<file path="src/rtl/regfile_sb.sv">
// Two-read, one-write register file with a per-register pending scoreboard for hazard detection.
// Optional same-cycle write-to-read bypass is enabled by defining REGFILE_BYPASS_EN.
module regfile_sb #(
    parameter int SIZE     = 32,
    parameter int DEPTH    = 32,
    parameter int SEL_W    = 5,
    parameter int ZERO_REG = 1
) (
    input  logic             clk,
    input  logic             rst,
    input  logic             Load_En,
    input  logic [SEL_W-1:0] Dest_sel,
    input  logic [SIZE-1:0]  D_data,
    input  logic [SEL_W-1:0] A_sel,
    input  logic [SEL_W-1:0] B_sel,
    input  logic             Rsv_En,
    input  logic [SEL_W-1:0] Rsv_sel,
    output logic [SIZE-1:0]  A_data,
    output logic [SIZE-1:0]  B_data,
    output logic             A_busy,
    output logic             B_busy,
    output logic             Hazard,
    output logic [SEL_W:0]   Pend_cnt
);

    localparam logic [SEL_W:0] CNT_ONE = SEL_W'(1) + (SEL_W+1)'(0);

    logic [SIZE-1:0]  regs [DEPTH];
    logic [DEPTH-1:0] pending;
    logic [DEPTH-1:0] pending_nxt;
    logic [SEL_W:0]   pend_cnt_q;

    logic write_ok;
    logic rsv_ok;
    logic same_idx;
    logic cnt_inc;
    logic cnt_dec;

    // Index 0 is inert for both writes and reservations when hardwired to zero.
    assign write_ok = Load_En && !((ZERO_REG != 0) && (Dest_sel == '0));
    assign rsv_ok   = Rsv_En  && !((ZERO_REG != 0) && (Rsv_sel  == '0));
    assign same_idx = (Rsv_sel == Dest_sel);

    always_comb begin
        pending_nxt = pending;
        if (write_ok)
            pending_nxt[Dest_sel] = 1'b0;
        if (rsv_ok)
            pending_nxt[Rsv_sel] = 1'b1;
    end

    // A reservation on the written index keeps the bit set, so it cancels the clear.
    assign cnt_inc = rsv_ok && !pending[Rsv_sel];
    assign cnt_dec = write_ok && pending[Dest_sel] && !(rsv_ok && same_idx);

    always_ff @(posedge clk) begin
        if (rst) begin
            for (int i = 0; i < DEPTH; i++)
                regs[i] <= '0;
            pending    <= '0;
            pend_cnt_q <= '0;
        end else begin
            if (write_ok)
                regs[Dest_sel] <= D_data;
            pending <= pending_nxt;
            if (cnt_inc && !cnt_dec)
                pend_cnt_q <= pend_cnt_q + CNT_ONE;
            else if (cnt_dec && !cnt_inc)
                pend_cnt_q <= pend_cnt_q - CNT_ONE;
        end
    end

    logic            a_zero;
    logic            b_zero;
    logic [SIZE-1:0] a_stored;
    logic [SIZE-1:0] b_stored;
    logic            a_pend;
    logic            b_pend;

    assign a_zero   = (ZERO_REG != 0) && (A_sel == '0);
    assign b_zero   = (ZERO_REG != 0) && (B_sel == '0);
    assign a_stored = a_zero ? '0 : regs[A_sel];
    assign b_stored = b_zero ? '0 : regs[B_sel];
    assign a_pend   = a_zero ? 1'b0 : pending[A_sel];
    assign b_pend   = b_zero ? 1'b0 : pending[B_sel];

`ifdef REGFILE_BYPASS_EN
    logic a_byp;
    logic b_byp;

    // write_ok already excludes a hardwired register 0 from forwarding.
    assign a_byp = write_ok && (Dest_sel == A_sel) && !(Rsv_En && same_idx);
    assign b_byp = write_ok && (Dest_sel == B_sel) && !(Rsv_En && same_idx);

    assign A_data = a_byp ? D_data : a_stored;
    assign B_data = b_byp ? D_data : b_stored;
    assign A_busy = a_byp ? 1'b0 : a_pend;
    assign B_busy = b_byp ? 1'b0 : b_pend;
`else
    assign A_data = a_stored;
    assign B_data = b_stored;
    assign A_busy = a_pend;
    assign B_busy = b_pend;
`endif

    assign Hazard   = A_busy | B_busy;
    assign Pend_cnt = pend_cnt_q;

endmodule

</file>
<file path="config.mk">
export PLATFORM = sky130hd
export DESIGN_NAME = regfile_sb
export DESIGN_NICKNAME = d
export VERILOG_FILES = /design/src/rtl/regfile_sb.sv
export SDC_FILE = /design/constraint.sdc
export NUM_CORES = 2
export LEC_CHECK = 0
export CORE_MARGIN = 4
export CORE_UTILIZATION = 50
export CTS_CLUSTER_SIZE = 40
export DETAILED_ROUTE_END_ITERATION = 6
export MAX_ROUTING_LAYER = met4
export PLACE_DENSITY = 0.66
export SLEW_MARGIN = 15
export SYNTH_ARGS = -nofsm -noshare
export SYNTH_HDL_FRONTEND = slang
export SYNTH_SLANG_ARGS = --single-unit
</file>
<file path="constraint.sdc">
create_clock -name clk -period 9.6 [get_ports clk]
set_clock_uncertainty 0.2 [all_clocks]
set_input_delay 1.92 -clock clk [delete_from_list [all_inputs] [get_ports clk]]
set_output_delay 1.92 -clock clk [all_outputs]
set_load 0.01 [all_outputs]
</file>
* Word-level counts from Yosys, hierarchy flattened
Memory sizes are Yosys's and may differ from the RTL's.
Index checks and enable logic that the tools add are counted.
** Storage, ports and cells
- Register bits after elaboration :: 38
- RAM bits :: 1024
- Word-level logic and storage cells :: 66
- Input bits :: 56
- Memories :: 1
- Output and inout bits :: 73
** Memory list
- regs :: words 32, bits a word 32, read ports 2, clocked after memory_dff 0, wr ports 32, line 28 : logic [SIZE-1:0] regs [DEPTH];
** Cells by class
- Equality and inequality tests :: 1
- Bitwise logic cells :: 4
- Reductions and logical operators :: 22
- Add/subtract/negate cells :: 2
- Muxes and demuxes :: 28
- Magnitude comparators :: 6
** Operators with widths (number)
- 2-to-1 mux 32 bit :: 5
- AND 32 bit :: 1
- NOT 32 bit :: 1
- bitwise OR 32 bit :: 1
- OR reduction 32 bit :: 1
- < comparator 5 x 6 -> 1 bit (second input constant) :: 4
- binary-select mux 1 bit (select 5 bit) :: 4
- logical NOT 5 bit :: 4
- 2-to-1 mux 1 bit :: 14
- 2-to-1 mux 6 bit :: 2
- demux 1 bit (select 5 bit) :: 2
- >= comparator 5 x 1 -> 1 bit (second input constant) :: 2
- logical AND 1 bit :: 10
- adder 6 x 1 -> 6 bit (second input constant) :: 1
- logical NOT 1 bit :: 6
- subtractor 6 x 1 -> 6 bit (second input constant) :: 1
- == test 5 bit :: 1
- 2-to-1 mux 5 bit :: 1
- nonzero test 2 bit :: 1
- bitwise OR 1 bit :: 1

* Depth between registers and ports, before layout
- Word-level depth :: 9
- Depth in mapped cells :: 14
- Depth with buffers taken out :: 13

* Least setup slack after synthesis
Ideal clock, no wire load.
- Kind :: input -> output
- Start point :: input B_sel[1]
- End point :: output B_data[17]
- Data arrival time :: 3.606 ns
- Required time :: 7.480 ns
- Setup slack :: 3.874 ns
- Buffers on the path :: 3
- Cell stages on the path :: 6
- Path through :: clkbuf_2 buf_2 buf_1 mux4_2 mux4_2 a21o_1
** On the way
- Word-level cells in the longest chain between the ends :: 2
** RTL lines
- start, declared :: line 15 : input logic [SEL_W-1:0] B_sel,
- memory read (32 x 32 bit) / logical NOT 5 bit (equally long branches)
- 2-to-1 mux 32 bit * :: line 83 : assign b_stored = b_zero ? '0 : regs[B_sel];
- end, declared :: line 19 : output logic [SIZE-1:0] B_data,
Every way passes the cells marked *; elsewhere a longest branch is shown, timed or not.

* Worst setup path in the final report
- Start point :: input B_sel[0]
- End point :: output B_data[5]
The elaborated chain is that of the path after synthesis.

==> summary.md <==
| Metric | Value |
|---|---|
| Outcome | `finished clean` |
| Worst setup path class | `in -> out` |
| Synth Cell Area | `57300 sq um` |
| Crit share post-route | `0.789` |
| Yosys reg bits | `1062` |
| Synthesis-to-layout area growth | `10.4%` |
| Fill cells | `8752` |
| Post-DRT Antenna Nets | `0` |
| Vias after detailed routing | `35.4k` |
| P per Cell Area | `177 nW/um^2` |
| Fmax | `132 MHz` |
| Number of global-route vias before repair | `36.6k` |
| Die footprint | `120000 sq um` |
| RR Startpoint | `pending[7]` |
| Arrival @ worst endpoint | `5.45 ns` |
| Setup crit end kind | `primary output` |
| CP max-delay cell | `buf_4` |
| Highest Signal Layer | `met4` |
| Top_reg_cell synth | `edfxtp_1` |
| Total GRT Usage | `0.317` |
| Post-CTS Setup Bufs | `0` |
| Fin nets | `3650` |
| Number of synthesized flops with an enable pin | `1024` |
| CTS Hold Bufs | `0` |
| Root buffer cell | `clkbuf_16` |
| Area of the core | `113000 sq um` |
| CTS buffer count | `112` |
| Avg Vias per Cell | `6.83` |
| Layout cells sized above 1 | `0.238` |
| Clock Sinks | `1062` |
| Yosys warning count | `0` |
| First-pass GRT wire length | `264000 um` |
| Routability cong. | `1.02` |
| CTS tree | `yes` |
| Max incr delay on CP | `0.92 ns` |
| Wirelength per Cell | `35.9 um` |
| Largest net degree at the start of global routing | `141` |
| Crit-path max FO | `61` |
| Inst Count DP | `4974` |
| Post-detail-place hpwl | `105000 um` |
| Leak | `21.9 nW` |
| Largest cells by area after synthesis | `edfxtp_1 (54%), mux4_2 (22%), and2_1 (11%), mux2i_1 (2.5%), mux4_1 (1.9%)` |
| Met1 wire length | `68200 um` |
| Met2 routed WL | `86500 um` |
| Reg2Reg Setup Slack | `5.97 ns` |
| Maximum vdd ir drop | `0.000131 V` |
| Worst-path clk slew | `0.06 ns` |
| CTS Buffer Depth | `3` |
| Top cell type's share of synthesized area | `0.536` |
| Reg2reg path depth | `12` |
| Synth async-reset ratio | `0` |
| Final Critical Period | `7.57 ns` |
| Crit path from | `B_sel[0]` |
| Req. time, crit path | `7.48 ns` |
| Cell accounting for the most synthesized area | `edfxtp_1` |
| WP buf/inv | `3` |
| CP delay by family, top | `buffers and inverters` |
| Initial DRC count | `5228` |
| Final-report hold violation count | `0` |
| Final Non-Filler Cells | `5186` |
| Syn_area_per_cell | `15.9 sq um` |
| Setup TNS | `0 ns` |
| First-pass DRT Iterations | `5` |
| Slew at the pin with the worst max-slew slack | `1.25 ns` |
| Register area share after synthesis | `0.550` |
| Post-synth cell types | `56` |
| Crit path to | `B_data[5]` |
| Final setup vio count | `0` |
| Htree depth | `3` |
| Worst min path class | `reg -> reg` |
| Post-cts sizing count | `0` |
| Rows | `123` |
| Residual DRC count | `0` |
| Worst-skew pair later-pin latency | `0.68 ns` |
| Starting Density | `0.507` |
| I/O Pins | `129` |
| Pins Over Slew Limit | `0` |
| WP depth | `6` |
| GRT overflow | `0` |
| Crit-path cells | `buf_8 -> buf_4 -> mux4_1 -> mux4_2 -> a21o_1 -> clkdlybuf4s50_1` |
| Critical path startpoint category | `input port` |
| Max Cap Violations | `0` |
| Cells after Synth | `3613` |
| RSZ-0062 raised after global routing | `false` |
| Die Y | `347 um` |
| IO Port Bufs | `128` |
| Routed WL | `186000 um` |
| Reg-to-Reg End | `Pend_cnt[5]` |
| WL met3 | `22500 um` |
| Relative slew slack | `0.164` |
| Initial antenna violation count | `7` |
| Die width | `347 um` |
| Hold Slack | `0.307 ns` |
==> cells in the final DEF, fill, tap and decap left out, types with 5 or more instances in the layout <==
cell type / netlist / routed
bufinv_16: 0 / 10
conb_1: 1 / 32
diode_2: 0 / 8
nor2b_1: 7 / 7
a22oi_1: 7 / 7
ha_1: 5 / 5
or3_1: 10 / 8
nor2_2: 0 / 20
a21o_2: 0 / 22
o22ai_1: 77 / 77
nand2_1: 30 / 29
nor3b_1: 7 / 6
clkbuf_16: 0 / 115
nor3_1: 10 / 10
mux4_1: 42 / 42
nor2_4: 0 / 10
a21oi_1: 13 / 13
a21o_1: 88 / 66
dfxtp_1: 38 / 38
buf_4: 3 / 87
o21ai_0: 20 / 20
nor2_1: 47 / 17
clkinv_2: 0 / 6
o21bai_4: 0 / 7
mux4_2: 561 / 561
mux2i_1: 141 / 141
clkbuf_1: 268 / 30
buf_12: 1 / 7
edfxtp_1: 1024 / 1024
clkdlybuf4s50_1: 0 / 117
xnor2_1: 6 / 6
inv_1: 31 / 29
clkinv_1: 0 / 36
and2_1: 995 / 995
nand3_1: 5 / 5
==> through the flow <==
stage	power [mW]	instance area, sq um	util	worst slack [ns]
floorplan	6.44	57400	-	3.87
global placement	6.99	59800	0.528	2.00
detailed placement	7.04	59800	0.528	1.98
CTS	11.3	63300	0.560	1.97
global route	11.5	63300	0.560	1.80
finish	11.2	63300	0.560	2.03
==> worst register-to-register path: stages, from the launching register on <==
cell	delay, ns
dfxtp_1	0.36
mux4_2	0.53
a22oi_1	0.25
nand4_1	0.12
a21oi_1	0.21
ha_1	0.29
inv_1	0.16
ha_1	0.25
or4_1	0.50
a311o_1	0.27
o311ai_0	0.13
xnor2_1	0.18
nor2_1	0.05
==> worst min-delay path by stage <==
stage | end | slack, ns | from | depth (start not counted)
floorplan | pending[0] | 0.26 | pending[0] | 1
global placement | pending[0] | 0.28 | pending[0] | 1
detailed placement | pending[0] | 0.29 | pending[0] | 1
CTS | pending[0] | 0.30 | pending[0] | 1
global route | pending[0] | 0.33 | pending[0] | 1
finish | pending[0] | 0.31 | pending[0] | 1
==> routing by layer <==
| metal | vias to the layer above | track usage |
|---|---|---|
| met5 | - | - |
| met4 | 0 | 0.130 |
| met3 | 421 | 0.0770 |
| met2 | 2545 | 0.478 |
| met1 | 18500 | 0.418 |
| li1 | 14000 | - |
==> kinds of logic (layout without fill, tap and decap cells) <==
kind of cell / count (synthesis) / count (layout) / share of synthesized area
and+or+nand+nor: 1142 / 1142 / 0.122
DFF: 1062 / 1062 / 0.550
muxes: 745 / 745 / 0.264
buffers and inverters: 422 / 456 / 0.0347
AOI/OAI and AO/OA: 225 / 225 / 0.0265
xor gates and xnor gates: 10 / 10 / 0.00153
adders and majority gates: 6 / 6 / 0.00144
other: 1 / 40 / 0.0000654
==> synthesized netlist by cell type, types with 5 or more instances <==
cell         n
buf_2       59
and2_1     995
nand2_1     30
nor3_1      10
nor2b_1      7
a21o_1      88
mux2i_1    141
mux4_1      42
o22ai_1     77
nand3_1      5
xnor2_1      6
nor3b_1      7
edfxtp_1  1024
inv_1       31
clkbuf_8    13
o21bai_1     7
o21ai_0     20
buf_1       23
or3_1       10
clkbuf_1   268
nor2_1      47
buf_6       17
mux4_2     561
a22oi_1      7
a21oi_1     13
dfxtp_1     38
ha_1         5
==> power by group <==
part / switching [mW] / internal (mW) / total [mW]
sequential: 0.136 / 5.34 / 5.48
clock: 1.81 / 2.45 / 4.26
combinational: 0.827 / 0.670 / 1.50
total: 2.78 / 8.46 / 11.2
==> flip-flops by register name, summed over array words and instances, names as in the netlist <==
name	count
Pend_cnt	6
pending	32
regs	1024
==> final cells by class <==
type                       instances  area, sq um  area share
sequential                      1062        31500       0.498
inverter                          31          116     0.00184
antenna                            8         20.0    0.000316
multi-input combinational       2160        24200       0.382
clock inverter                    59          539     0.00852
tap                             1500         1880      0.0296
timing repair buffer             221         2070      0.0326
clock buffer                     145         2990      0.0472
No activity file was read; power rests on OpenSTA's default activity.
